**config.mk**
```make
export PLATFORM = sky130hd
export DESIGN_NAME = pkt_arb_flat
export DESIGN_NICKNAME = d
export VERILOG_FILES = /design/src/rtl/pkt_arb_if.sv /design/src/rtl/pkt_arb.sv /design/src/flat_wrapper.sv
export SDC_FILE = /design/constraint.sdc
export NUM_CORES = 1
export LEC_CHECK = 0
export BUFFER_PORTS_ARGS = -buffer_cell sky130_fd_sc_hd__buf_2
export CELL_PAD_IN_SITES_DETAIL_PLACEMENT = 1
export CELL_PAD_IN_SITES_GLOBAL_PLACEMENT = 1
export CORE_ASPECT_RATIO = 0.75
export CORE_UTILIZATION = 35
export CTS_BUF_LIST = sky130_fd_sc_hd__clkbuf_16
export DETAILED_ROUTE_END_ITERATION = 10
export PLACE_DENSITY_LB_ADDON = 0.1
export SLEW_MARGIN = 10
export SYNTH_ARGS = -nofsm -noshare
export SYNTH_HDL_FRONTEND = slang
export SYNTH_SLANG_ARGS = --single-unit
```
**constraint.sdc**
```tcl
create_clock -name sys_clk -period 2.5 [get_ports sys_clk]
set_clock_uncertainty 0.2 [all_clocks]
set_input_delay 0.125 -clock sys_clk [delete_from_list [all_inputs] [get_ports sys_clk]]
set_output_delay 0.125 -clock sys_clk [all_outputs]
set_load 0.02 [all_outputs]
```
**src/rtl/pkt_arb_if.sv**
```systemverilog
// Packet stream bundle: one beat per cycle, no backpressure.
// master drives the beat, slave observes it.
interface pkt_arb_if #(
  parameter int DATA_W  = 32,
  parameter int EMPTY_W = 2
);
  logic [DATA_W-1:0]  data;
  logic               sop;
  logic               eop;
  logic [EMPTY_W-1:0] empty;
  logic               valid;

  modport master (
    output data, sop, eop, empty, valid
  );
  modport slave (
    input data, sop, eop, empty, valid
  );
endinterface

```
**src/rtl/pkt_arb.sv**
```systemverilog
// Two-input packet arbiter: round-robin on sop ties, whole-packet
// ownership, colliding packets dropped, saturating statistics.
module pkt_arb #(
  parameter int CNT_W   = 16,
  parameter int DATA_W  = 32,
  parameter int EMPTY_W = 2
) (
  input  logic             sys_clk,
  input  logic             reset,
  input  logic [1:0]       en,
  input  logic             clr_cnt,
  pkt_arb_if.slave         in0,
  pkt_arb_if.slave         in1,
  pkt_arb_if.master        out,
  output logic [1:0]       grant,
  output logic [CNT_W-1:0] drop_cnt0,
  output logic [CNT_W-1:0] drop_cnt1,
  output logic [CNT_W-1:0] pkt_cnt,
  output logic [CNT_W-1:0] err_cnt
);

  typedef enum logic [1:0] {
    IDLE  = 2'd0,
    BUSY0 = 2'd1,
    BUSY1 = 2'd2
  } state_e;

  typedef struct packed {
    logic               valid;
    logic               sop;
    logic               eop;
    logic [EMPTY_W-1:0] empty;
    logic [DATA_W-1:0]  data;
  } beat_t;

  state_e           state_q, state_d;
  logic             rr_q, rr_d;
  logic [1:0]       grant_q, grant_d;
  beat_t            beat_q, beat_d;
  logic [CNT_W-1:0] drop0_q, drop0_d;
  logic [CNT_W-1:0] drop1_q, drop1_d;
  logic [CNT_W-1:0] pkt_q, pkt_d;
  logic [CNT_W-1:0] err_q, err_d;

  logic sop0, sop1, eop0, eop1;
  logic req0, req1, idle, tie;
  logic win0, win1, sel0, sel1;
  logic pkt_inc, err_inc, drop0_inc, drop1_inc;

  assign sop0 = in0.valid & in0.sop;
  assign sop1 = in1.valid & in1.sop;
  assign eop0 = in0.valid & in0.eop;
  assign eop1 = in1.valid & in1.eop;
  assign req0 = sop0 & en[0];
  assign req1 = sop1 & en[1];
  assign idle = (state_q == IDLE);
  assign tie  = idle & req0 & req1;

  // rr_q holds the last granted input; a tie goes to the other one
  assign win0 = idle & req0 & (~req1 | rr_q);
  assign win1 = idle & req1 & (~req0 | ~rr_q);
  assign sel0 = win0 | (state_q == BUSY0);
  assign sel1 = win1 | (state_q == BUSY1);

  always_ff @(posedge sys_clk) begin
    if (reset) begin
      state_q <= IDLE;
      rr_q    <= 1'b1;
      grant_q <= 2'b00;
      beat_q  <= '0;
      drop0_q <= '0;
      drop1_q <= '0;
      pkt_q   <= '0;
      err_q   <= '0;
    end else begin
      state_q <= state_d;
      rr_q    <= rr_d;
      grant_q <= grant_d;
      beat_q  <= beat_d;
      drop0_q <= drop0_d;
      drop1_q <= drop1_d;
      pkt_q   <= pkt_d;
      err_q   <= err_d;
    end
  end

  always_comb begin
    state_d = state_q;
    rr_d    = rr_q;
    unique case (state_q)
      IDLE: begin
        if (win0) begin
          rr_d = 1'b0;
          if (!eop0) state_d = BUSY0;
        end else if (win1) begin
          rr_d = 1'b1;
          if (!eop1) state_d = BUSY1;
        end
      end
      BUSY0: if (eop0) state_d = IDLE;
      BUSY1: if (eop1) state_d = IDLE;
      default: state_d = IDLE;
    endcase
  end

  function automatic logic [CNT_W-1:0] cnt_nxt(
    input logic [CNT_W-1:0] q,
    input logic             inc,
    input logic             clr
  );
    logic [CNT_W-1:0] r;
    r = q;
    if (clr)
      r = '0;
    else if (inc && (q != {CNT_W{1'b1}}))
      r = q + 1'b1;
    return r;
  endfunction

  always_comb begin
    beat_d = '0;
    unique case (1'b1)
      sel0 && in0.valid:
        beat_d = {1'b1, in0.sop, in0.eop, in0.empty, in0.data};
      sel1 && in1.valid:
        beat_d = {1'b1, in1.sop, in1.eop, in1.empty, in1.data};
      default: beat_d = '0;
    endcase

    // grant spans the beats of a multi-beat packet, including its eop
    grant_d[0] = (state_q == BUSY0) | (state_d == BUSY0);
    grant_d[1] = (state_q == BUSY1) | (state_d == BUSY1);

    pkt_inc   = (sel0 & eop0) | (sel1 & eop1);
    err_inc   = ((state_q == BUSY0) & sop0)
              | ((state_q == BUSY1) & sop1);
    drop0_inc = ((state_q == BUSY1) & req0) | (tie & win1);
    drop1_inc = ((state_q == BUSY0) & req1) | (tie & win0);

    drop0_d = cnt_nxt(drop0_q, drop0_inc, clr_cnt);
    drop1_d = cnt_nxt(drop1_q, drop1_inc, clr_cnt);
    pkt_d   = cnt_nxt(pkt_q, pkt_inc, clr_cnt);
    err_d   = cnt_nxt(err_q, err_inc, clr_cnt);
  end

  assign out.valid = beat_q.valid;
  assign out.sop   = beat_q.sop;
  assign out.eop   = beat_q.eop;
  assign out.empty = beat_q.empty;
  assign out.data  = beat_q.data;
  assign grant     = grant_q;
  assign drop_cnt0 = drop0_q;
  assign drop_cnt1 = drop1_q;
  assign pkt_cnt   = pkt_q;
  assign err_cnt   = err_q;

endmodule

```
**src/flat_wrapper.sv**
```systemverilog
// flat-port wrapper written by rule: the top's interface ports become plain ports
module pkt_arb_flat 
#(
  parameter int CNT_W   = 16,
  parameter int DATA_W  = 32,
  parameter int EMPTY_W = 2
)
  (sys_clk, reset, en, clr_cnt, grant, drop_cnt0, drop_cnt1, pkt_cnt, err_cnt, in0_data, in0_sop, in0_eop, in0_empty, in0_valid, in1_data, in1_sop, in1_eop, in1_empty, in1_valid, out_data, out_sop, out_eop, out_empty, out_valid);
  pkt_arb_if #(.DATA_W(DATA_W), .EMPTY_W(EMPTY_W)) in0_i ();
  pkt_arb_if #(.DATA_W(DATA_W), .EMPTY_W(EMPTY_W)) in1_i ();
  pkt_arb_if #(.DATA_W(DATA_W), .EMPTY_W(EMPTY_W)) out_i ();
  input  logic sys_clk;
  input  logic reset;
  input  logic [1:0] en;
  input  logic clr_cnt;
  output logic [1:0] grant;
  output logic [CNT_W-1:0] drop_cnt0;
  output logic [CNT_W-1:0] drop_cnt1;
  output logic [CNT_W-1:0] pkt_cnt;
  output logic [CNT_W-1:0] err_cnt;
  input wire logic [$bits(in0_i.data)-1:0] in0_data;
  input wire logic [$bits(in0_i.sop)-1:0] in0_sop;
  input wire logic [$bits(in0_i.eop)-1:0] in0_eop;
  input wire logic [$bits(in0_i.empty)-1:0] in0_empty;
  input wire logic [$bits(in0_i.valid)-1:0] in0_valid;
  input wire logic [$bits(in1_i.data)-1:0] in1_data;
  input wire logic [$bits(in1_i.sop)-1:0] in1_sop;
  input wire logic [$bits(in1_i.eop)-1:0] in1_eop;
  input wire logic [$bits(in1_i.empty)-1:0] in1_empty;
  input wire logic [$bits(in1_i.valid)-1:0] in1_valid;
  output wire logic [$bits(out_i.data)-1:0] out_data;
  output wire logic [$bits(out_i.sop)-1:0] out_sop;
  output wire logic [$bits(out_i.eop)-1:0] out_eop;
  output wire logic [$bits(out_i.empty)-1:0] out_empty;
  output wire logic [$bits(out_i.valid)-1:0] out_valid;
  assign in0_i.data = in0_data;
  assign in0_i.sop = in0_sop;
  assign in0_i.eop = in0_eop;
  assign in0_i.empty = in0_empty;
  assign in0_i.valid = in0_valid;
  assign in1_i.data = in1_data;
  assign in1_i.sop = in1_sop;
  assign in1_i.eop = in1_eop;
  assign in1_i.empty = in1_empty;
  assign in1_i.valid = in1_valid;
  assign out_data = out_i.data;
  assign out_sop = out_i.sop;
  assign out_eop = out_i.eop;
  assign out_empty = out_i.empty;
  assign out_valid = out_i.valid;
  pkt_arb #(.CNT_W(CNT_W), .DATA_W(DATA_W), .EMPTY_W(EMPTY_W)) u_core (.sys_clk(sys_clk), .reset(reset), .en(en), .clr_cnt(clr_cnt), .in0(in0_i), .in1(in1_i), .out(out_i), .grant(grant), .drop_cnt0(drop_cnt0), .drop_cnt1(drop_cnt1), .pkt_cnt(pkt_cnt), .err_cnt(err_cnt));
endmodule
```
==> impl_metrics.ini <==
[final_layout]
final_core_utilization_pct = 54.6
seq_area_um2 = 2120
multiInputGateArea_um2 = 2380
nets = 862
final_cells = 953
drive_gt1_share_pct = 29.0
fillers = 1497
synthToLayoutAreaGrowth_pct = 48.4

[placed_design]
dp_slack_ns = 0.105
place_hpwl_um = 10800
routabilityCongestion = 0.773
io_buffers = 181
dp_cells = 859

[clock_tree]
ctsHtreeMaxLevel = 3
cts_tree = built
cts_made_buffers = 9
post_cts_buffers = 0
clock-sinks = 106
clk_pin_slew_ns = 0.07
clk_latency_ns = 0.35
clock_path_buffers = 2
clockRootBuffer = clkbuf_16

[synth]
synthesis.instances = 526
synth_xor_xnor_area_share_pct = 6.44
synth_edf_count = 0
yosys.area_share.adder_pct = 1.08
synth_area_per_cell_um2 = 8.79
synthesis.area_um2 = 4620
async_flop_share_pct = 0
syn_nets = 609
yosysWarnings = 0
ys_seq_area_share_pct = 45.9
synth_cell_types = 56
synth.area.mux_share_pct = 0.217
ys.flop_type = dfxtp_1
yosys_register_bits = 106
synth-compound-area-share_pct = 16.9
synth_top_family_by_area = simple AND/OR/NAND/NOR gates
synth-simple-area-share_pct = 26.5

[floorplan]
io-pin-count = 182
fp.dieH_um = 102
rows = 35
die_x_um = 135
initial_core_util_pct = 36.8
dieArea_um2 = 13700
core_area_um2 = 12600

[worst_setup_path]
reg2reg_depth = 6
path_max_fanout = 18
critPathLaunchType = flip-flop
crit_arrival_ns = 2.46
reg2reg_from = u_core.state_q[1]$_SDFF_PP0_
crit_start = u_core.state_q[1]$_SDFF_PP0_
crit_required_ns = 2.55
path_class = reg2reg
worst-r2r-setup-slack_ns = 0.09
cp-end-kind = flip-flop

[status]
status = finished clean

[global_route]
grt_start_max_net_pins = 36
antenna_found_initial = 1
grtUsageTotal_pct = 26.4
grt_first_pass_wirelength_um = 28000
grt.overflow.total = 0
grt_pass1_vias = 5363

[pwr]
switching_power_uw = 881
ir_drop_mv = 0.376
p_per_area_nw_per_um2 = 533
p_leak_uw = 0.00281
seqPwrFrac_pct = 47.1
p_int_uw = 2780
clkPwrFrac_pct = 42.9
p_comb_share_pct = 10.0
swShare_pct = 24.1

[timing]
grt_setup_unrepaired = false
max_clock_freq_ghz = 0.415
slew-limit-headroom_pct = 37.9
tightest_slew_ns = 0.928
setup_viol = 0
timing.final.crit_share_pct = 96.5
hold_viol_final = 0
setup_tns_ns = 0
setup_ws_ns = 0.0876
fin_crit_ns = 2.41
final-max-slew-violation-count = 0

[detailed_routing]
routedWlPerCell_um = 18.6
routed_wl_um = 17800
dr.pass1.iters = 4
viasPerCell = 5.38
initialDrtViolationCount = 171
drcViolationCount = 0
ant_nets = 0
vias = 5123

[min_path]
hp-start = in1_valid
worstHoldPathCells = 3
hold_path.class = in2reg

[run]
drv_cap = 0
## stage by stage
stage               total power, uW  area, um2  hold WS, ns
floorplan                      1880       4620       0.0725
global placement               2010       5770        0.159
detailed placement             2010       5770        0.172
CTS                            3670       6850       0.0552
global route                   3800       6860       0.0836
finish                         3660       6860       0.0791
## synthesized netlist by cell type, types with 10 or more instances
cell      instances  area [um2]
nand2_1          27         101
nand4_1          13        81.3
xnor2_1          29         254
clkbuf_1         22        82.6
a22oi_1          34         255
o21ai_0          14        70.1
dfxtp_1         106        2120
or4_1            13        97.6
nor2_1           83         312
nor3_1           16        80.1
nand3_1          27         135
a21oi_1          22         110
or3_1            10        62.6
## routing by layer
layer  track usage [%]  wire, um  part of all wire, %
met1              30.3      7280                   41
met2              46.8      8910                   50
met3              7.01       979                  5.5
met4              11.0       602                  3.4
met5                 0         0                    0
## final timing paths
kind | end
worst max-delay path | u_core.out.data[10]$_SDFF_PP0_
worst min register to register | u_core.drop_cnt1[15]$_SDFFE_PP0P_
worst min-delay path | u_core.state_q[1]$_SDFF_PP0_
worst max register to register | u_core.out.data[10]$_SDFF_PP0_
## layout by cell type (no fill, tap or decap), types with 8 or more instances in the layout
cell / instances
a22oi_1: 34
nor2_1: 83
nand4_1: 13
dlygate4sd3_1: 75
buf_4: 14
or4_1: 13
nand2_1: 27
clkbuf_16: 9
or3_1: 10
buf_2: 181
nand3_1: 27
a211oi_1: 8
a21oi_1: 22
dfxtp_1: 106
o21ai_0: 14
xnor2_1: 29
nor3_1: 16
## flip-flops by register name, summed over array words and instances, names as in the netlist
register          cells
u_core.out.data      32
u_core.out.eop        1
u_core.grant          2
u_core.out.empty      2
u_core.err_cnt       16
u_core.pkt_cnt       16
u_core.state_q        2
u_core.drop_cnt1     16
u_core.drop_cnt0     16
u_core.rr_q           1
u_core.out.valid      1
u_core.out.sop        1
## power by group through the flow
stage / combinational (uW) / sequential [uW] / clock, uW
floorplan: 94.5 / 1790 / 0
global placement: 250 / 1760 / 0
detailed placement: 253 / 1760 / 0
CTS: 344 / 1720 / 1600
global route: 390 / 1720 / 1690
finish: 366 / 1720 / 1570
## critical path: stages, from the launching register on
cell     delay, ns
dfxtp_1       0.48
nor2b_1       0.29
a41oi_1       0.17
nor2b_4       0.50
buf_4         0.34
a22oi_1       0.11
nor2_1        0.21
## area by class of cell
| class | instances | share of cell area (%) |
|---|---|---|
| Multi-Input combinational cell | 385 | 34.6 |
| Sequential cell | 106 | 30.9 |
| Timing Repair Buffer | 272 | 26.3 |
| Clock buffer | 9 | 3.28 |
| Tap cell | 166 | 3.03 |
| Clock inverter | 7 | 1.48 |
| Inverter | 5 | 0.274 |
| Antenna cell | 3 | 0.109 |
## kinds of logic after synthesis
logic type,count (synthesis)
simple gates,235
compound gates,111
flops,106
buf+inv,35
xor+xnor,34
fa+ha+maj,4
mux,1
## timing repair
item	CTS	global route
endpoints found under the setup margin	0	18
gates resized for setup	0	1
hold endpoints to repair	41	0
hold buffers	75	0
No activity file was read; power rests on OpenSTA's default activity.
